===== config.mk =====
export PLATFORM = sky130hd
export DESIGN_NAME = mixffn_seq_ctrl_flat
export DESIGN_NICKNAME = d
export VERILOG_FILES = /design/src/rtl/mixffn_pkg.sv /design/src/rtl/mixffn_seq_ctrl_if.sv /design/src/rtl/mixffn_beat_cnt.sv /design/src/rtl/mixffn_seq_ctrl.sv /design/src/flat_wrapper.sv
export SDC_FILE = /design/constraint.sdc
export NUM_CORES = 1
export LEC_CHECK = 0
export BUFFER_PORTS_ARGS = -buffer_cell sky130_fd_sc_hd__buf_2
export CAP_MARGIN = 30
export CORE_AREA = 8 8 117 119
export CTS_BUF_LIST = sky130_fd_sc_hd__clkbuf_4
export DETAILED_ROUTE_END_ITERATION = 8
export DIE_AREA = 0 0 125 127
export PLACE_DENSITY = 0.42
export SKIP_LAST_GASP = 1
export SYNTH_ARGS = -nofsm -noshare
export SYNTH_HDL_FRONTEND = slang
export SYNTH_SLANG_ARGS = --single-unit

===== constraint.sdc =====
create_clock -name clk -period 2.6 [get_ports clk]
set_input_delay 0.39 -clock clk [delete_from_list [all_inputs] [get_ports clk]]
set_output_delay 0.39 -clock clk [all_outputs]
set_load 0.02 [all_outputs]

===== src/rtl/mixffn_pkg.sv =====
// Shared types and default sizing for the MixFFN sequencer.
package mixffn_pkg;

  // Datapath stage order; the encoding is also driven out on the stage port.
  typedef enum logic [1:0] {
    STG_FC1  = 2'd0,
    STG_DW   = 2'd1,
    STG_GELU = 2'd2,
    STG_FC2  = 2'd3
  } stage_e;

  typedef enum logic [1:0] {
    ST_IDLE = 2'd0,
    ST_FEED = 2'd1,
    ST_WAIT = 2'd2,
    ST_DONE = 2'd3
  } ctrl_state_e;

  localparam int unsigned DEF_CNT_W    = 16;
  localparam int unsigned DEF_FC1_LEN  = 16;
  localparam int unsigned DEF_DW_LEN   = 9;
  localparam int unsigned DEF_GELU_LEN = 1;
  localparam int unsigned DEF_FC2_LEN  = 32;
  localparam int unsigned DEF_FC1_OUT  = 1;
  localparam int unsigned DEF_DW_OUT   = 1;
  localparam int unsigned DEF_GELU_OUT = 1;
  localparam int unsigned DEF_FC2_OUT  = 1;
  localparam int unsigned DEF_TIMEOUT  = 1023;

endpackage


===== src/rtl/mixffn_seq_ctrl_if.sv =====
// Handshake/strobe bundle between the sequencer and the MixFFN datapath.
interface mixffn_seq_ctrl_if #(
  parameter int unsigned CNT_W = 16
) ();

  logic             src_valid;
  logic             src_ready;
  logic             in_valid_fc1;
  logic             in_valid_dwconv;
  logic             in_valid_gelu;
  logic             in_valid_fc2;
  logic             out_valid_fc1;
  logic             out_valid_dwconv;
  logic             out_valid_gelu;
  logic             out_valid;
  logic [CNT_W-1:0] beat_idx;

  // Sequencer side: drives strobes and beat index, receives completions.
  modport master (
    input  src_valid,
    input  out_valid_fc1,
    input  out_valid_dwconv,
    input  out_valid_gelu,
    input  out_valid,
    output src_ready,
    output in_valid_fc1,
    output in_valid_dwconv,
    output in_valid_gelu,
    output in_valid_fc2,
    output beat_idx
  );

  // Datapath side.
  modport slave (
    output src_valid,
    output out_valid_fc1,
    output out_valid_dwconv,
    output out_valid_gelu,
    output out_valid,
    input  src_ready,
    input  in_valid_fc1,
    input  in_valid_dwconv,
    input  in_valid_gelu,
    input  in_valid_fc2,
    input  beat_idx
  );

endinterface


===== src/rtl/mixffn_beat_cnt.sv =====
// Clear/enable up-counter with terminal-count compare.
module mixffn_beat_cnt #(
  parameter int unsigned W = 16
) (
  input  logic         clk,
  input  logic         rst,
  input  logic         clr,
  input  logic         en,
  input  logic [W-1:0] term,
  output logic [W-1:0] cnt,
  output logic         tc
);

  logic [W-1:0] cnt_q, cnt_d;

  // Next count: clear has priority over increment.
  always_comb begin
    cnt_d = cnt_q;
    if (clr) begin
      cnt_d = '0;
    end else if (en) begin
      cnt_d = cnt_q + W'(1);
    end
  end

  // Count register.
  always_ff @(posedge clk or posedge rst) begin
    if (rst) begin
      cnt_q <= '0;
    end else begin
      cnt_q <= cnt_d;
    end
  end

  assign cnt = cnt_q;
  assign tc  = (cnt_q == term);

endmodule


===== src/rtl/mixffn_seq_ctrl.sv =====
// MixFFN run sequencer: feeds fc1 -> dwconv -> gelu -> fc2 in order, waits
// for each stage's completions, and flags timeouts and stray completions.
module mixffn_seq_ctrl
  import mixffn_pkg::*;
#(
  parameter int unsigned CNT_W    = DEF_CNT_W,
  parameter int unsigned FC1_LEN  = DEF_FC1_LEN,
  parameter int unsigned DW_LEN   = DEF_DW_LEN,
  parameter int unsigned GELU_LEN = DEF_GELU_LEN,
  parameter int unsigned FC2_LEN  = DEF_FC2_LEN,
  parameter int unsigned FC1_OUT  = DEF_FC1_OUT,
  parameter int unsigned DW_OUT   = DEF_DW_OUT,
  parameter int unsigned GELU_OUT = DEF_GELU_OUT,
  parameter int unsigned FC2_OUT  = DEF_FC2_OUT,
  parameter int unsigned TIMEOUT  = DEF_TIMEOUT
) (
  input  logic              clk,
  input  logic              rst,
  input  logic              start,
  input  logic              err_clr,
  output logic              busy,
  output logic              done,
  output logic              err,
  output logic [1:0]        stage,
  mixffn_seq_ctrl_if.master bus
);

  ctrl_state_e state_q, state_d;
  stage_e      stage_q, stage_d;
  logic        err_q, err_d;

  logic [CNT_W-1:0] beat_cnt, out_cnt, wait_cnt;
  logic [CNT_W-1:0] len_sel, out_sel;
  logic             beat_tc, out_tc, wait_tc;
  logic             beat_clr, beat_en;
  logic             out_clr, out_en;
  logic             wait_clr, wait_en;

  logic             in_fc1, in_dw, in_gelu, in_fc2, beat_fire;
  logic [3:0]       ov_vec, act_mask;
  logic             act_ov, other_ov, err_set;

  // Per-stage feed length and expected completion count.
  always_comb begin
    len_sel = CNT_W'(FC1_LEN);
    out_sel = CNT_W'(FC1_OUT);
    case (stage_q)
      STG_FC1:  begin len_sel = CNT_W'(FC1_LEN);  out_sel = CNT_W'(FC1_OUT);  end
      STG_DW:   begin len_sel = CNT_W'(DW_LEN);   out_sel = CNT_W'(DW_OUT);   end
      STG_GELU: begin len_sel = CNT_W'(GELU_LEN); out_sel = CNT_W'(GELU_OUT); end
      STG_FC2:  begin len_sel = CNT_W'(FC2_LEN);  out_sel = CNT_W'(FC2_OUT);  end
      default:  begin len_sel = CNT_W'(FC1_LEN);  out_sel = CNT_W'(FC1_OUT);  end
    endcase
  end

  // Strobe decode from registered state, plus completion classification.
  always_comb begin
    in_fc1    = (state_q == ST_FEED) && (stage_q == STG_FC1) && bus.src_valid;
    in_dw     = (state_q == ST_FEED) && (stage_q == STG_DW);
    in_gelu   = (state_q == ST_FEED) && (stage_q == STG_GELU);
    in_fc2    = (state_q == ST_FEED) && (stage_q == STG_FC2);
    beat_fire = in_fc1 || in_dw || in_gelu || in_fc2;
    ov_vec    = {bus.out_valid, bus.out_valid_gelu, bus.out_valid_dwconv, bus.out_valid_fc1};
    act_mask  = 4'b0001 << stage_q;
    act_ov    = |(ov_vec & act_mask);
    other_ov  = |(ov_vec & ~act_mask);
  end

  // Run FSM: next state, stage and counter controls.
  always_comb begin
    state_d  = state_q;
    stage_d  = stage_q;
    beat_clr = 1'b0;
    beat_en  = 1'b0;
    out_clr  = 1'b0;
    out_en   = 1'b0;
    wait_clr = 1'b0;
    wait_en  = 1'b0;
    err_set  = 1'b0;

    // Completions count in FEED and WAIT; a pulse past the expected count
    // saturates out_cnt and is reported instead.
    if ((state_q == ST_FEED) || (state_q == ST_WAIT)) begin
      if (act_ov) begin
        if (out_tc) begin
          err_set = 1'b1;
        end else begin
          out_en = 1'b1;
        end
      end
    end
    if ((state_q != ST_IDLE) && (other_ov || (act_ov && (state_q == ST_DONE)))) begin
      err_set = 1'b1;
    end

    case (state_q)
      ST_IDLE: begin
        if (start) begin
          state_d  = ST_FEED;
          stage_d  = STG_FC1;
          beat_clr = 1'b1;
          out_clr  = 1'b1;
          wait_clr = 1'b1;
        end
      end
      ST_FEED: begin
        if (beat_fire) begin
          if (beat_tc) begin
            state_d  = ST_WAIT;
            wait_clr = 1'b1;
          end else begin
            beat_en = 1'b1;
          end
        end
      end
      ST_WAIT: begin
        // Registered out_cnt is checked, so a completion that lands with the
        // last feed beat still costs exactly one WAIT cycle.
        if (out_tc) begin
          beat_clr = 1'b1;
          out_clr  = 1'b1;
          wait_clr = 1'b1;
          if (stage_q == STG_FC2) begin
            state_d = ST_DONE;
          end else begin
            state_d = ST_FEED;
            stage_d = stage_e'(stage_q + 2'd1);
          end
        end else if (wait_tc) begin
          err_set  = 1'b1;
          state_d  = ST_IDLE;
          beat_clr = 1'b1;
          out_clr  = 1'b1;
          wait_clr = 1'b1;
        end else begin
          wait_en = 1'b1;
        end
      end
      ST_DONE: begin
        state_d  = ST_IDLE;
        beat_clr = 1'b1;
        out_clr  = 1'b1;
        wait_clr = 1'b1;
      end
      default: state_d = ST_IDLE;
    endcase
  end

  // Sticky error: a new error event beats a simultaneous clear.
  always_comb begin
    err_d = err_q;
    if (err_set) begin
      err_d = 1'b1;
    end else if (err_clr) begin
      err_d = 1'b0;
    end
  end

  // State, stage and error registers.
  always_ff @(posedge clk or posedge rst) begin
    if (rst) begin
      state_q <= ST_IDLE;
      stage_q <= STG_FC1;
      err_q   <= 1'b0;
    end else begin
      state_q <= state_d;
      stage_q <= stage_d;
      err_q   <= err_d;
    end
  end

  mixffn_beat_cnt #(.W(CNT_W)) u_beat_cnt (
    .clk  (clk),
    .rst  (rst),
    .clr  (beat_clr),
    .en   (beat_en),
    .term (len_sel - CNT_W'(1)),
    .cnt  (beat_cnt),
    .tc   (beat_tc)
  );

  mixffn_beat_cnt #(.W(CNT_W)) u_out_cnt (
    .clk  (clk),
    .rst  (rst),
    .clr  (out_clr),
    .en   (out_en),
    .term (out_sel),
    .cnt  (out_cnt),
    .tc   (out_tc)
  );

  mixffn_beat_cnt #(.W(CNT_W)) u_wait_cnt (
    .clk  (clk),
    .rst  (rst),
    .clr  (wait_clr),
    .en   (wait_en),
    .term (CNT_W'(TIMEOUT)),
    .cnt  (wait_cnt),
    .tc   (wait_tc)
  );

  assign bus.src_ready       = in_fc1;
  assign bus.in_valid_fc1    = in_fc1;
  assign bus.in_valid_dwconv = in_dw;
  assign bus.in_valid_gelu   = in_gelu;
  assign bus.in_valid_fc2    = in_fc2;
  assign bus.beat_idx        = beat_cnt;

  assign busy  = (state_q != ST_IDLE);
  assign done  = (state_q == ST_DONE);
  assign err   = err_q;
  assign stage = stage_q;

endmodule


===== src/flat_wrapper.sv =====
// flat-port wrapper written by rule: the top's interface ports become plain ports
module mixffn_seq_ctrl_flat import mixffn_pkg::*;
#(
  parameter int unsigned CNT_W    = DEF_CNT_W,
  parameter int unsigned FC1_LEN  = DEF_FC1_LEN,
  parameter int unsigned DW_LEN   = DEF_DW_LEN,
  parameter int unsigned GELU_LEN = DEF_GELU_LEN,
  parameter int unsigned FC2_LEN  = DEF_FC2_LEN,
  parameter int unsigned FC1_OUT  = DEF_FC1_OUT,
  parameter int unsigned DW_OUT   = DEF_DW_OUT,
  parameter int unsigned GELU_OUT = DEF_GELU_OUT,
  parameter int unsigned FC2_OUT  = DEF_FC2_OUT,
  parameter int unsigned TIMEOUT  = DEF_TIMEOUT
)
  (clk, rst, start, err_clr, busy, done, err, stage, bus_src_valid, bus_out_valid_fc1, bus_out_valid_dwconv, bus_out_valid_gelu, bus_out_valid, bus_src_ready, bus_in_valid_fc1, bus_in_valid_dwconv, bus_in_valid_gelu, bus_in_valid_fc2, bus_beat_idx);
  mixffn_seq_ctrl_if #(.CNT_W(CNT_W)) bus_i ();
  input  logic clk;
  input  logic rst;
  input  logic start;
  input  logic err_clr;
  output logic busy;
  output logic done;
  output logic err;
  output logic [1:0] stage;
  input wire logic [$bits(bus_i.src_valid)-1:0] bus_src_valid;
  input wire logic [$bits(bus_i.out_valid_fc1)-1:0] bus_out_valid_fc1;
  input wire logic [$bits(bus_i.out_valid_dwconv)-1:0] bus_out_valid_dwconv;
  input wire logic [$bits(bus_i.out_valid_gelu)-1:0] bus_out_valid_gelu;
  input wire logic [$bits(bus_i.out_valid)-1:0] bus_out_valid;
  output wire logic [$bits(bus_i.src_ready)-1:0] bus_src_ready;
  output wire logic [$bits(bus_i.in_valid_fc1)-1:0] bus_in_valid_fc1;
  output wire logic [$bits(bus_i.in_valid_dwconv)-1:0] bus_in_valid_dwconv;
  output wire logic [$bits(bus_i.in_valid_gelu)-1:0] bus_in_valid_gelu;
  output wire logic [$bits(bus_i.in_valid_fc2)-1:0] bus_in_valid_fc2;
  output wire logic [$bits(bus_i.beat_idx)-1:0] bus_beat_idx;
  assign bus_i.src_valid = bus_src_valid;
  assign bus_i.out_valid_fc1 = bus_out_valid_fc1;
  assign bus_i.out_valid_dwconv = bus_out_valid_dwconv;
  assign bus_i.out_valid_gelu = bus_out_valid_gelu;
  assign bus_i.out_valid = bus_out_valid;
  assign bus_src_ready = bus_i.src_ready;
  assign bus_in_valid_fc1 = bus_i.in_valid_fc1;
  assign bus_in_valid_dwconv = bus_i.in_valid_dwconv;
  assign bus_in_valid_gelu = bus_i.in_valid_gelu;
  assign bus_in_valid_fc2 = bus_i.in_valid_fc2;
  assign bus_beat_idx = bus_i.beat_idx;
  mixffn_seq_ctrl #(.CNT_W(CNT_W), .FC1_LEN(FC1_LEN), .DW_LEN(DW_LEN), .GELU_LEN(GELU_LEN), .FC2_LEN(FC2_LEN), .FC1_OUT(FC1_OUT), .DW_OUT(DW_OUT), .GELU_OUT(GELU_OUT), .FC2_OUT(FC2_OUT), .TIMEOUT(TIMEOUT)) u_core (.clk(clk), .rst(rst), .start(start), .err_clr(err_clr), .busy(busy), .done(done), .err(err), .stage(stage), .bus(bus_i));
endmodule

==> flow_metrics.tcl, run 1 <==
set metrics [dict create \
    status "finished clean" \
    yosys.area.top_type "dfrtp_1" \
    row_count 40 \
    synth.cell_area_sq_mm 0.00326 \
    cts.repair.resized 0 \
    die_width_um 125 \
    worstHoldPathType "input port to async pin" \
    grt-ovfl-total 0 \
    drtPass1Iterations 4 \
    ctsHoldBuffers 0 \
    yosysSeqAreaShare_pct 40.7 \
    design_area_sq_mm 0.00374 \
    power_mw 2.57 \
    finalWorstPathRequiredPeriod_ps 2410 \
    final.setup.tns_ps 0 \
    worst-endpoint-required_ps 2920 \
    clkTransAtPathRegs_ps 160 \
    grt_pass1_vias 2745 \
    antenna_found_initial 0 \
    ir_worst_vdd_v 0.000292 \
    drv_cap 0 \
    path_max_fanout 16 \
    port-buffer-count 34 \
    die_area_sq_mm 0.0159 \
    skew_ps 7.04 \
    ios 35 \
    max_freq_ghz 0.415 \
    place_area_sq_mm 0.00369 \
    rsz0062_at_grt "no" \
    setup_slack_ps 189 \
    fin_crit_sh_pct 92.7 \
    antenna_left 0 \
    worstSetupPathType "flip-flop to flip-flop" \
    relSlewSlack_pct 58.7 \
    synth_top_area_share_pct 40.7 \
    yosys-top-cells-area "dfrtp_1 (41%), ha_1 (5.4%), xnor2_1 (5.4%)" \
    powerDensity_mw_per_mm2 687 \
    p_leak_nw 1.60 \
    cp-start-kind "flip-flop" \
    cts_sinks 53 \
    drtIter0Drc 136 \
    regArea_sq_mm 0.00133 \
    synth_edf_count 0 \
    setup_violations 0 \
    wire_per_inst_um 16.2 \
    drive_gt1_share_pct 19.1 \
    start_util_pct 27.6 \
    drt-vias-per-instance 5.05 \
    cts_max_level 2 \
    place_hpwl_um 6410 \
    crit_arrival_ps 2730 \
    final_nets 415 \
    synth-xor-area-share_pct 9.94 \
    synth.distinct_cells 56 \
    grt_max_degree 33 \
    synthMuxAreaShare_pct 0.959 \
    grt_util_met1_pct 15.0 \
    finalHoldViolCount 0 \
    vias 2729 \
    synthAdderAreaFrac_pct 5.37 \
    fillCellCount 1251 \
    finalWirelength_um 8730 \
    maxSlewViolCount 0 \
    yosys.area_share.simple_pct 27.7 \
    endpoint_kind "flip-flop" \
    final_cells 540 \
    insertion_delay_ps 390 \
    ys_ff_latch 53 \
    syn-instance-count 349 \
    area_growth_pct 14.9 \
    multi_input_area_sq_mm 0.00180 \
    core_sq_mm 0.0118 \
    cts_tree "done" \
    diodes 0 \
    grt_first_pass_wirelength_um 14800 \
    yosys_warnings 0 \
    worst_pin_slew_ps 613 \
    synth_compound_area_share_pct 11.0 \
    met2_usage_pct 18.3 \
    cts_buffers 5 \
    synth_flop_cell "dfrtp_1" \
    synth_nets 372 \
    clockBufferDepth 2 \
    busiest_layer "met2" \
    place_ws_ps 120 \
    synthArstFlopShare_pct 100 \
    use_met3_pct 2.45 \
    synth_commonest_cells "dfrtp_1 (53), nor2_1 (44), inv_1 (23)" \
    die_y_um 127 \
    synth_most_common_cell "dfrtp_1" \
    timing.hold.ws_ps 37.8 \
    final_core_util_pct 31.7 \
    cts_post_setup_buffers_inserted 0 \
    synth_top_family_by_area "simple AND/OR/NAND/NOR gates" \
    synth_area_per_cell_sq_um 9.34 \
    route.detailed.drc 0 \
    dpl.cell_count 532 \
    cts-root-buf "clkbuf_4" \
    grt_use_total_pct 11.3 \
    finalWeightedCongestion 0.765 \
]
[per-layer routing]
metal	part of all wire (%)	vias to the layer above
met5	0	-
met4	0.92	0
met3	3.4	8
met2	47	40
met1	49	1338
li1	-	1343
[area by class of cell]
type,instances,area share [%]
multi-input combinational,263,48.0
tap,147,4.91
clock buffer,5,1.00
timing repair buffer,46,7.95
clock inverter,3,0.334
sequential,53,35.5
inverter,23,2.31
[power by group]
part / switching (mW) / total (mW) / internal (mW)
clock: 0.278 / 0.376 / 0.0989
combinational: 0.751 / 1.19 / 0.443
sequential: 0.0976 / 1.00 / 0.904
total: 1.13 / 2.57 / 1.45
[cells by family after synthesis]
| group | after synthesis |
|---|---|
| buffers and inverters | 33 |
| DFF | 53 |
| and+or+nand+nor | 160 |
| AOI/OAI and AO/OA | 49 |
| adders and majority gates | 14 |
| muxes | 3 |
| xor gates and xnor gates | 37 |
[worst max-delay path, stage by stage, from the launching register on]
cell and delay, ps:
dfrtp_2 460, inv_1 80, ha_1 320, and4b_1 210, o2111ai_2 250, nor3_1 70, buf_4 190, or4b_2 620
a21oi_1 160
[final timing paths]
path / start / endpoint / slack [ps] / depth (start not counted)
max reg2reg: u_core.stage[0] / u_core.u_beat_cnt.cnt[11] / 190 / 8
min: rst / u_core.u_out_cnt.cnt[9] / 40 / 2
max: u_core.stage[0] / u_core.u_beat_cnt.cnt[11] / 190 / 8
max in group asynchronous: rst / u_core.stage[1] / 1990 / 3
min in group clk: err_clr / u_core.err / 400 / 3
min reg2reg: u_core.state_q[1] / u_core.state_q[1] / 530 / 1
[state kept, by name, indices dropped and copies added, names as in the netlist]
name	count
u_core.u_beat_cnt.cnt	16
u_core.state_q	2
u_core.stage	2
u_core.u_out_cnt.cnt	16
u_core.u_wait_cnt.cnt	16
u_core.err	1
[layout by cell type, fill, tap and decap left out, drive strengths merged, types with 11 or more instances in the layout]
| cell type | n |
|---|---|
| dfrtp | 53 |
| buf | 46 |
| nor2 | 45 |
| inv | 23 |
| xnor2 | 20 |
| nand3 | 19 |
| xor2 | 17 |
| nand2 | 16 |
| a21oi | 16 |
| nand4 | 15 |
| ha | 14 |
| nor4 | 13 |
| nor3 | 11 |
| or4 | 11 |
No activity file was read; power rests on OpenSTA's default activity.
==> inputs of run 2 (changes only) <==
--- a/config.mk
+++ b/config.mk
@@ -7,12 +7,13 @@
 export LEC_CHECK = 0
 export BUFFER_PORTS_ARGS = -buffer_cell sky130_fd_sc_hd__buf_2
 export CAP_MARGIN = 30
-export CORE_AREA = 8 8 117 119
+export CORE_AREA = 8 8 123 125
 export CTS_BUF_LIST = sky130_fd_sc_hd__clkbuf_4
 export DETAILED_ROUTE_END_ITERATION = 8
-export DIE_AREA = 0 0 125 127
-export PLACE_DENSITY = 0.42
+export DIE_AREA = 0 0 131 133
+export PLACE_DENSITY = 0.41
 export SKIP_LAST_GASP = 1
 export SYNTH_ARGS = -nofsm -noshare
 export SYNTH_HDL_FRONTEND = slang
+export SYNTH_HIERARCHICAL = 1
 export SYNTH_SLANG_ARGS = --single-unit
==> flow_metrics.tcl, run 2 <==
set metrics [dict create \
    status "finished with violations" \
    violations "setup timing" \
    yosysSeqAreaShare_pct 36.5 \
    routed-wl-met3_um 258 \
    finalWirelength_um 9200 \
    route.detailed.drc 0 \
    grt_use_total_pct 11.1 \
    worstHoldPathType "input port to flip-flop" \
    setup_violations 21 \
    grt_pass1_vias 3121 \
    synth.cell_area_sq_mm 0.00363 \
    endpoint_kind "flip-flop" \
    finalWorstPathRequiredPeriod_ps 2740 \
    insertion_delay_ps 420 \
    yosys-top-cells-area "dfrtp_1 (37%), xnor2_1 (19%), ha_1 (4.8%)" \
    reg2reg_from "u_core/stage[0]" \
    die_area_sq_mm 0.0174 \
    wl_met2_um 4370 \
    crit_arrival_ps 3100 \
    ios 35 \
    maxSlewViolCount 0 \
    synth_edf_count 0 \
    drv_cap 0 \
    fillCellCount 1342 \
    place_ws_ps -261 \
    diodes 0 \
    wire_per_inst_um 12.8 \
    hold_path_depth 4 \
    highest_layer "met4" \
    synth.distinct_cells 46 \
    vias 3084 \
    synth_most_common_cell "xnor2_1" \
    seqPwrFrac_pct 37.5 \
    m1WireLength_um 4480 \
    rsz0062_at_grt "yes" \
    combPwrFrac_pct 46.0 \
    grt-ovfl-total 0 \
    worst_pin_slew_ps 691 \
    grt_first_pass_wirelength_um 15300 \
    path_max_fanout 6 \
    antenna_left 0 \
    crit_slowest_cell "dfrtp_2" \
    finalWeightedCongestion 0.787 \
    antenna_found_initial 0 \
    synth_top_area_share_pct 36.5 \
    clkPwrFrac_pct 16.5 \
    cts_tree "done" \
    area_growth_pct 46.1 \
    cp-start-kind "flip-flop" \
    final.setup.tns_ps -934 \
    final_common_cell "buf_4" \
    cts_max_level 2 \
    worst-endpoint-required_ps 2960 \
    power.internal_mw 1.48 \
    setup_slack_ps -137 \
    worstRegToRegCells 13 \
    ir_worst_vdd_v 0.000200 \
    yosys_warnings 6 \
    port-buffer-count 34 \
    whs_endpoint "u_core/err" \
    relSlewSlack_pct 53.9 \
    die_width_um 131 \
    final_cell_mix "buf_4 (84), xnor2_1 (68), dfrtp_1 (51)" \
    row_count 42 \
    core_sq_mm 0.0131 \
    grt_max_degree 19 \
    path_buf_inv 4 \
    place_hpwl_um 6940 \
    cts_sinks 53 \
    synth_area_per_cell_sq_um 9.63 \
    synth_commonest_cells "xnor2_1 (78), dfrtp_1 (53), nor2_1 (46)" \
    crit_chain "inv_4, ha_4, inv_6, xnor2_4, nand4_1, nor4_2, nand3b_1, a21oi_1, buf_4, o2111ai_4, buf_4, or3_4, a21oi_2" \
    worstSetupPathType "flip-flop to flip-flop" \
    synthArstFlopShare_pct 100 \
    finalHoldViolCount 0 \
    ys_ff_latch 53 \
    max_freq_ghz 0.365 \
    crit_start "u_core/stage[0]" \
    cp_common_cell "buf_4" \
    critPathMaxStageDelay_ps 470 \
    final_nets 566 \
    drive_gt1_share_pct 38.2 \
    rrSetupSlack_ps -140 \
    switching_share_pct 41.9 \
    start_util_pct 27.7 \
    clockBufferDepth 2 \
    fin_crit_sh_pct 105 \
    synth_flop_cell "dfrtp_1" \
    drtIter0Drc 155 \
    crit_family "simple AND/OR/NAND/NOR gates" \
    skew_ps 16.8 \
    syn-instance-count 377 \
    powerDensity_mw_per_mm2 481 \
    switching_power_mw 1.07 \
    p_leak_nw 2.51 \
    die_y_um 133 \
    cts-root-buf "clkbuf_4" \
    hold_path_startpoint "err_clr" \
    rr_endpoint "u_core/u_wait_cnt/cnt[7]" \
    yosys.area.top_type "dfrtp_1" \
    cts_buffers 5 \
    drtPass1Iterations 4 \
    drt-vias-per-instance 4.28 \
    clkTransAtPathRegs_ps 170 \
]
## run 2: layout make-up
| class | count | area [sq um] | share of cell area [%] |
|---|---|---|---|
| Timing Repair Buffer | 128 | 912 | 17.2 |
| Inverter | 25 | 101 | 1.91 |
| Clock inverter | 3 | 21.3 | 0.401 |
| Multi-Input combinational cell | 330 | 2690 | 50.6 |
| Tap cell | 176 | 220 | 4.15 |
| Clock buffer | 5 | 37.5 | 0.707 |
| Sequential cell | 53 | 1330 | 25.0 |
## run 2: through the flow
step	utilization [%]	power, mW	hold slack [ps]	area [sq um]	cells
final	40.6	2.55	249	5310	720
after global routing	40.6	2.77	262	5310	720
after CTS	38.5	2.58	219	5030	714
after detailed placement	36.6	2.10	357	4790	699
after global placement	36.6	2.11	353	4790	699
after floorplan	-	1.71	168	3850	418
## run 2: worst max-delay path by stage
stage	end	cells past startpoint
after floorplan	u_core/u_wait_cnt/cnt[15]	13
after global placement	u_core/u_wait_cnt/cnt[5]	12
after detailed placement	u_core/u_wait_cnt/cnt[15]	13
after CTS	u_core/u_out_cnt/cnt[15]	12
after global routing	u_core/u_out_cnt/cnt[6]	12
final	u_core/u_wait_cnt/cnt[7]	13
## run 2: kinds of logic after synthesis
| family | share of synthesized area (%) |
|---|---|
| other | 0.207 |
| buffers and inverters | 4.13 |
| adder cells (fa/ha/maj) | 4.82 |
| multiplexers | 2.65 |
| AND/OR/NAND/NOR | 22.5 |
| flip-flops | 36.5 |
| AO/OA/AOI/OAI | 9.61 |
| XOR/XNOR | 19.5 |
## run 2: power groups by stage
stage                     Combinational, mW  Clock, mW  Sequential, mW
after detailed placement               1.14          0           0.966
after global placement                 1.14          0           0.968
after global routing                   1.32      0.485           0.967
final                                  1.17      0.421           0.957
after floorplan                       0.678          0            1.03
after CTS                              1.16      0.456           0.958
## run 2: routing by layer
layer	track usage (%)	vias to the layer above
met4	2.87	0
met1	14.6	1476
met5	0	-
met2	17.6	25
li1	-	1577
met3	2.65	6
## run 2: worst reg2reg max path, delay by kind of cell (launching register included)
family | cells | cell delay [ps]
AOI/OAI and AO/OA | 3 | 450
buffers and inverters | 4 | 530
and+or+nand+nor | 4 | 900
adders and majority gates | 1 | 220
xor gates and xnor gates | 1 | 120
DFF | 1 | 470
## run 2: timing repair
action / in CTS / in global routing
hold buffers: 1 / 0
resized for setup: 27 / 43
buffers inserted: 7 / 6
endpoints found under the setup margin: 37 / 39
pin swaps: 23 / 35
hold endpoints to repair: 5 / 0
==> inputs of run 3 (changes only) <==
--- a/config.mk
+++ b/config.mk
@@ -11,7 +11,6 @@
 export CTS_BUF_LIST = sky130_fd_sc_hd__clkbuf_4
 export DETAILED_ROUTE_END_ITERATION = 8
 export DIE_AREA = 0 0 131 133
-export PLACE_DENSITY = 0.41
 export SKIP_LAST_GASP = 1
 export SYNTH_ARGS = -nofsm -noshare
 export SYNTH_HDL_FRONTEND = slang
==> flow_metrics.tcl, run 3 (synthesis results as in run 2) <==
set metrics [dict create \
    cts_tree "done" \
    grt_first_pass_wirelength_um 15000 \
    die_width_um 131 \
    reg2reg_from "u_core/u_out_cnt/cnt[2]" \
    powerDensity_mw_per_mm2 497 \
    cts_buffers 5 \
    drt-vias-per-instance 4.38 \
    cts_sinks 53 \
    grt_use_total_pct 10.4 \
    die_area_sq_mm 0.0174 \
    final_cell_mix "buf_4 (81), xnor2_1 (72), dfrtp_1 (51)" \
    die_y_um 133 \
    highest_layer "met4" \
    worst_pin_slew_ps 643 \
    antenna_left 0 \
    finalWorstPathRequiredPeriod_ps 2740 \
    relSlewSlack_pct 57.1 \
    drv_cap 0 \
    final_nets 563 \
    drtPass1Iterations 4 \
    rrSetupSlack_ps -140 \
    rr_endpoint "u_core/u_beat_cnt/cnt[7]" \
    area_growth_pct 44.5 \
    ios 35 \
    worstRegToRegCells 12 \
    hold_path_depth 4 \
    row_count 42 \
    cp_common_cell "nor2_2" \
    path_max_fanout 5 \
    crit_family "simple AND/OR/NAND/NOR gates" \
    fin_crit_sh_pct 105 \
    whs_endpoint "u_core/err" \
    crit_slowest_cell "dfrtp_1" \
    worstSetupPathType "flip-flop to flip-flop" \
    skew_ps 14.5 \
    setup_violations 27 \
    hold_path_startpoint "err_clr" \
    start_util_pct 27.7 \
    cts-root-buf "clkbuf_4" \
    routed-wl-met3_um 292 \
    grt_pass1_vias 3138 \
    endpoint_kind "flip-flop" \
    insertion_delay_ps 390 \
    rsz0062_at_grt "yes" \
    crit_chain "xnor2_1, nand4_1, nor4_4, nor2_2, nor2b_1, a211oi_2, nor2_2, buf_6, o2111ai_4, buf_4, or3_4, a21oi_2" \
    path_buf_inv 2 \
    crit_arrival_ps 3080 \
    drtIter0Drc 130 \
    wire_per_inst_um 12.5 \
    wl_met2_um 4430 \
    maxSlewViolCount 0 \
    cts_max_level 2 \
    critPathMaxStageDelay_ps 430 \
    max_freq_ghz 0.365 \
    cp-start-kind "flip-flop" \
    fillCellCount 1264 \
    route.detailed.drc 0 \
    vias 3139 \
    p_leak_nw 2.46 \
    ir_worst_vdd_v 0.000267 \
    antenna_found_initial 0 \
    grt-ovfl-total 0 \
    place_hpwl_um 6550 \
    power_mw 2.61 \
    setup_slack_ps -141 \
    status "finished with violations" \
    clkTransAtPathRegs_ps 160 \
    diodes 0 \
    finalWirelength_um 8950 \
    m1WireLength_um 4160 \
    worst-endpoint-required_ps 2940 \
    core_sq_mm 0.0131 \
    violations "setup timing" \
    final.setup.tns_ps -1540 \
    drive_gt1_share_pct 37.7 \
    final_common_cell "buf_4" \
    timing.hold.ws_ps 317 \
    worstHoldPathType "input port to flip-flop" \
    finalHoldViolCount 0 \
    finalWeightedCongestion 0.809 \
    clockBufferDepth 2 \
    port-buffer-count 34 \
    grt_max_degree 23 \
]
-- run 3: changes by cell type in the layout (fill, tap and decap cells not counted), sizes merged --
cell,before,now
buf,127,124
bufinv,0,1
clkbuf,5,6
clkinv,2,1
inv,26,25
-- run 3: metal layers --
layer,vias to the layer above,track usage [%]
met3,8,2.09
met2,38,17.0
met4,0,2.36
met1,1517,13.6
met5,-,0
li1,1576,-
-- run 3: timing repair --
item	in CTS	in global routing
setup endpoints to repair	33	39
pin swaps	17	24
hold buffers	1	0
setup buffers	11	9
endpoints found under the hold margin	5	0
resized for setup	19	43
-- run 3: worst max-delay path by stage --
stage / startpoint / end / slack [ps] / cells past startpoint
5_1_grt: u_core/u_out_cnt/cnt[2] / u_core/u_beat_cnt/cnt[15] / -340 / 12
3_3_place_gp: u_core/u_wait_cnt/cnt[13] / u_core/u_beat_cnt/cnt[6] / -200 / 13
2_1_floorplan: u_core/stage[1] / u_core/u_wait_cnt/cnt[15] / -120 / 13
6_report: u_core/u_out_cnt/cnt[2] / u_core/u_beat_cnt/cnt[7] / -140 / 12
3_5_place_dp: u_core/stage[0] / u_core/u_wait_cnt/cnt[15] / -210 / 13
4_1_cts: u_core/u_out_cnt/cnt[2] / u_core/u_beat_cnt/cnt[6] / -130 / 12
-- run 3: worst register-to-register path, stage by stage, from the launching register on --
cell and delay (ps):
dfrtp_1 430, xnor2_1 180, nand4_1 160, nor4_4 380, nor2_2 70, nor2b_1 170, a211oi_2 80, nor2_2 200
buf_6 150, o2111ai_4 170, buf_4 210, or3_4 380, a21oi_2 110
-- run 3: where the power goes --
group	internal [mW]	total, mW	switching (mW)
Sequential	0.896	0.957	0.0608
Combinational	0.467	1.16	0.690
Clock	0.211	0.492	0.280
Total	1.57	2.61	1.03
-- run 3: per-stage QoR --
step                      cell area (sq um)  setup slack, ps  std cells  util [%]
after detailed placement               4710             -208        689      36.0
final                                  5250             -141        717      40.1
after CTS                              4970             -128        709      38.0
after floorplan                        3850             -118        418         -
after global routing                   5250             -344        717      40.1
after global placement                 4710             -198        689      36.0
-- run 3: area by class of cell --
type	instances	area [sq um]	share of cell area (%)
Multi-Input combinational cell	330	2620	50.0
Sequential cell	53	1330	25.3
Timing Repair Buffer	125	898	17.1
Tap cell	176	220	4.20
Inverter	25	98.8	1.88
Clock buffer	6	45.0	0.858
Clock inverter	2	33.8	0.644
